`config.mk`:
```
export PLATFORM = sky130hd
export DESIGN_NAME = password_ctrl
export DESIGN_NICKNAME = d
export VERILOG_FILES = /design/src/rtl/password_ctrl.sv
export SDC_FILE = /design/constraint.sdc
export NUM_CORES = 1
export LEC_CHECK = 0
export BUFFER_PORTS_ARGS = -buffer_cell sky130_fd_sc_hd__buf_2
export CAP_MARGIN = 25
export CORE_UTILIZATION = 55
export DETAILED_ROUTE_END_ITERATION = 16
export PLACE_DENSITY = 0.76
export SYNTH_ARGS = -nofsm -noshare
export SYNTH_HDL_FRONTEND = slang
export SYNTH_SLANG_ARGS = --single-unit
```
`constraint.sdc`:
```
create_clock -name clk -period 3 [get_ports clk]
set_input_delay 0.15 -clock clk [delete_from_list [all_inputs] [get_ports clk]]
set_output_delay 0.15 -clock clk [all_outputs]
set_load 0.005 [all_outputs]
```
`src/rtl/password_ctrl.sv`:
```
// password_ctrl: debounced keypad entry, password compare and lock/alarm state machine for the cypher lock
module password_ctrl #(
    parameter logic [23:0] DEBOUNCE_MAX = 24'd1999999,
    parameter logic [31:0] OPEN_MAX     = 32'd499999999,
    parameter logic [31:0] LOCK_MAX     = 32'd999999999,
    parameter logic [3:0]  MAX_ATTEMPTS = 4'd3,
    parameter logic [11:0] DEFAULT_PWD  = 12'h123
) (
    input  logic        clk,
    input  logic        rst,
    input  logic [3:0]  sw_digit,
    input  logic        btn_digit,
    input  logic        btn_confirm,
    input  logic        btn_clear,
    input  logic        btn_set,
    output logic [11:0] entered_password,
    output logic [3:0]  suffix,
    output logic        lock_open,
    output logic        alarm
);
    typedef enum logic [2:0] {IDLE, ENTRY, OPEN, SETPWD, LOCKOUT} state_t;

    logic [3:0]       raw, s1, s2, s3, lvl, press;
    logic [3:0][23:0] cnt;
    logic             p_digit, p_confirm, p_set, p_clear, digit_ok;
    state_t           state, state_d;
    logic [11:0]      entry_d, pwd, pwd_d;
    logic [1:0]       count, count_d;
    logic [3:0]       attempts, attempts_d, suffix_d;
    logic [31:0]      timer, timer_d;
    logic             lock_open_d, alarm_d;

    assign raw = {btn_set, btn_clear, btn_confirm, btn_digit};

    // per button: 2-FF synchroniser, stability counter, accepted level and one-cycle press pulse
    always_ff @(posedge clk or negedge rst) begin
        if (!rst) begin
            s1    <= '0;
            s2    <= '0;
            s3    <= '0;
            lvl   <= '0;
            press <= '0;
            cnt   <= '0;
        end else begin
            s1 <= raw;
            s2 <= s1;
            s3 <= s2;
            for (int i = 0; i < 4; i++) begin
                cnt[i]   <= (s2[i] != s3[i]) ? 24'd0 : (cnt[i] == DEBOUNCE_MAX ? cnt[i] : cnt[i] + 24'd1);
                lvl[i]   <= (s2[i] == s3[i] && cnt[i] == DEBOUNCE_MAX) ? s2[i] : lvl[i];
                press[i] <= s2[i] == s3[i] && cnt[i] == DEBOUNCE_MAX && s2[i] && !lvl[i];
            end
        end
    end

    assign p_clear   = press[2];
    assign p_confirm = press[1] && !press[2];
    assign p_set     = press[3] && !press[2] && !press[1];
    assign p_digit   = press[0] && !(|press[3:1]);
    assign digit_ok  = p_digit && sw_digit <= 4'd9 && count != 2'd3;

    // state, entry, password, attempts, shared timer and registered outputs
    always_ff @(posedge clk or negedge rst) begin
        if (!rst) begin
            state            <= IDLE;
            entered_password <= 12'hAAA;
            count            <= 2'd0;
            pwd              <= DEFAULT_PWD;
            attempts         <= MAX_ATTEMPTS;
            timer            <= 32'd0;
            suffix           <= MAX_ATTEMPTS;
            lock_open        <= 1'b0;
            alarm            <= 1'b0;
        end else begin
            state            <= state_d;
            entered_password <= entry_d;
            count            <= count_d;
            pwd              <= pwd_d;
            attempts         <= attempts_d;
            timer            <= timer_d;
            suffix           <= suffix_d;
            lock_open        <= lock_open_d;
            alarm            <= alarm_d;
        end
    end

    // next state; the timer runs only while OPEN or LOCKOUT and restarts from 0 on any entry
    always_comb begin
        state_d    = state;
        entry_d    = entered_password;
        count_d    = count;
        pwd_d      = pwd;
        attempts_d = attempts;
        timer_d    = 32'd0;
        case (state)
            IDLE: if (digit_ok) state_d = ENTRY;
            ENTRY: begin
                if (p_clear) state_d = IDLE;
                else if (p_confirm) begin
                    if (entered_password == pwd && count == 2'd3) begin
                        state_d    = OPEN;
                        attempts_d = MAX_ATTEMPTS;
                    end else begin
                        attempts_d = attempts - 4'd1;
                        state_d    = (attempts == 4'd1) ? LOCKOUT : IDLE;
                    end
                end
            end
            OPEN: begin
                if (p_clear) state_d = IDLE;
                else if (p_set) state_d = SETPWD;
                else if (timer == OPEN_MAX) state_d = IDLE;
                else timer_d = timer + 32'd1;
            end
            SETPWD: begin
                if (p_clear) state_d = OPEN;
                else if (p_confirm && count == 2'd3) begin
                    pwd_d   = entered_password;
                    state_d = IDLE;
                end
            end
            LOCKOUT: begin
                if (timer == LOCK_MAX) begin
                    state_d    = IDLE;
                    attempts_d = MAX_ATTEMPTS;
                end else timer_d = timer + 32'd1;
            end
            default: state_d = IDLE;
        endcase
        if (state_d != state && state != IDLE) begin
            entry_d = 12'hAAA;
            count_d = 2'd0;
        end else if (digit_ok && state != OPEN && state != LOCKOUT) begin
            entry_d = {entered_password[7:0], sw_digit};
            count_d = count + 2'd1;
        end
    end

    // outputs decoded from the next state so they register alongside it
    always_comb begin
        lock_open_d = state_d == OPEN || state_d == SETPWD;
        alarm_d     = state_d == LOCKOUT;
        suffix_d    = state_d == OPEN ? 4'h0 : state_d == SETPWD ? 4'h5 : state_d == LOCKOUT ? 4'hF : attempts_d;
    end
endmodule

```
==> out/qor.yml <==
post-route-min-period_ps: 2290
critical_path_class: "flop to flop"
initial_utilization_pct: 56.7
place_area_mm2: 0.00950
insertion_delay_ps: 430
vias_per_cell: 5.48
min_period_over_period_pct: 76.3
worstSetupStartpointType: "flop"
setup_viol: 0
ios: 28
clkSlewWorstSetupHoldPaths_ps: 70
grt_pass1_wl_mm: 29.0
min_path_type: "input pin to flop"
die_height_um: 130
die_w_um: 130
seq_area_frac_synth_pct: 51.8
synth_top_cell_area_share_pct: 47.7
finalHoldViolCount: 0
num_rows: 46
tns_ps: 0
stdcell_area_mm2: 0.0102
synthDistinctLibCells: 58
worst_pin_slew_ps: 743
drive_above_1_share_pct: 11.9
synth_ff_type: "dfrtp_1"
totalWireLength_mm: 16.8
antenna_found_initial: 0
wl_met1_mm: 8.23
routedWlPerCell_um: 14.3
maxCapViolCount: 0
track_usage_pct: 21.6
finish.net_count: 966
hpwl_mm: 11.3
yosysMostFrequentCell: "dfrtp_1"
finalMaxSlewViolations: 0
antennaDiodeCount: 0
first_iter_violations: 479
portBuffers: 27
grt_max_degree: 95
syn_area_mm2: 0.00907
die_area_mm2: 0.0170
finalWorstSetupSlack_ps: 712
clock-skew-final_ps: 5.83
synth_nets: 924
ys_top_cells_by_count: "dfrtp_1 (173), nor2_1 (171), xor2_1 (76), xnor2_1 (57), nand2_1 (54)"
avgSynthCellArea_um2: 10.0
pre_cts_ws_ps: 732
syn_inst: 906
synthTopCellsByArea: "dfrtp_1 (48%), xor2_1 (7.3%), nor2_1 (7.1%)"
crit_arrival_ps: 2660
worst-endpoint-required_ps: 3370
max_freq_ghz: 0.437
leakagePower_nw: 4.48
synth_edf_count: 0
gr-total-overflow: 0
cts_tree: "built"
cts_max_level: 4
wl_met2_mm: 7.87
area_growth_pct: 12.3
peakVddDrop_mv: 0.404
yosys.area.top_type: "dfrtp_1"
dp.cells: 1138
drc: 0
dr.max_layer_used: "met4"
status: "finished clean"
p_per_area_mw_per_mm2: 500
cts_num_sinks: 187
numCtsBuffers: 17
rsz0062_at_grt: "false"
gp_congestion: 0.882
fin_util_pct: 63.7
synth-seq-cells: 187
coreArea_mm2: 0.0160
vias: 6447
maxSlewHeadroom_pct: 50.5
grt_pass1_vias: 6159
cp_max_fo: 10
cts_buffer_depth: 2
ys_warn_count: 0
stdcell_count: 1177
crit_path_end_kind: "flop"
met3_length_um: 531
drtPass1Iterations: 5
ant_nets: 0
async_flop_share_pct: 100
cts_root_buf: "clkbuf_16"
## stage by stage
step / hold slack [ps] / total power [mW]
6_report: 43.4 / 5.09
3_3_place_gp: 258 / 2.80
2_1_floorplan: -146 / 2.71
5_1_grt: 77.7 / 5.27
3_5_place_dp: 260 / 2.81
4_1_cts: 35.4 / 5.14
## cell usage in the layout, fill, tap and decap left out, types with 4 or more instances in the layout
cell           instances
nand4_1               37
buf_4                 10
or3_1                  6
nand2_1               54
a21oi_1               14
nor2b_1                6
clkbuf_16             17
a31oi_1                5
dfrtp_1              173
inv_1                 30
mux2i_1               10
xor2_1                75
nor2_1               171
and4_1                10
o21ai_0               15
nor4b_1               11
nor3_1                33
dlygate4sd3_1          7
ha_1                   8
xnor2_1               57
dfstp_2               14
and2_1                 9
nor4_1                 4
a211o_2                6
buf_2                 26
nand3_1               52
nor4bb_1               4
mux2_2                12
and3_1                22
or4_1                  7
## registers in the layout, summed over array words and instances, names as in the netlist
register          cells
alarm                 1
attempts              4
cnt                  96
count                 2
entered_password     12
lock_open             1
lvl                   4
press                 4
pwd                  12
s1                    4
s2                    4
s3                    4
state                 3
suffix                4
timer                32
## routing by layer
layer / global-route usage, % / vias up
met5: 0 / -
met4: 6.63 / 0
met3: 4.64 / 15
met2: 34.3 / 92
met1: 30.0 / 3134
li1: - / 3206
## final timing paths
check	depth (start not counted)	end	slack, ps	start
max in group asynchronous	3	pwd[8]	1770	rst
worst min-delay path	4	entered_password[3]	40	sw_digit[3]
worst min register to register	0	s2[3]	350	s1[3]
min in group asynchronous	2	timer[16]	340	rst
worst max register to register	6	cnt[92]	710	cnt[84]
worst max-delay path	6	cnt[92]	710	cnt[84]
## final cells by class
type                       count  area, µm²
multi-input combinational    667       4180
inverter                      30        113
fill                        1320       5810
clock buffer                  21        460
tap                          216        270
clock inverter                11        158
timing repair buffer          45        309
sequential                   187       4700
## worst max-delay path, cell delays in order, from the launching register on
cell	delay (ps)
dfrtp_1	410
or4b_1	520
or4_4	560
o21ai_4	280
or3_1	180
xnor2_1	110
nor2b_4	150
## power breakdown
part | total (mW) | internal [mW] | switching, mW
Clock | 2.33 | 1.37 | 0.962
Sequential | 2.59 | 2.56 | 0.0302
Combinational | 0.176 | 0.0549 | 0.121
Total | 5.09 | 3.98 | 1.11
## repair_timing
item,4_1_cts,5_1_grt
gates resized for setup,0,0
setup endpoints to repair,0,0
hold endpoints to repair,90,0
setup buffers,0,0
hold buffers,7,0
## cells by family after synthesis
family | synth area share (%)
simple gates | 25.3
flops | 51.8
xor+xnor | 12.8
fa+ha+maj | 1.10
compound gates | 4.12
buf+inv | 2.25
mux | 2.59
Power figures use the tool's default switching activity.
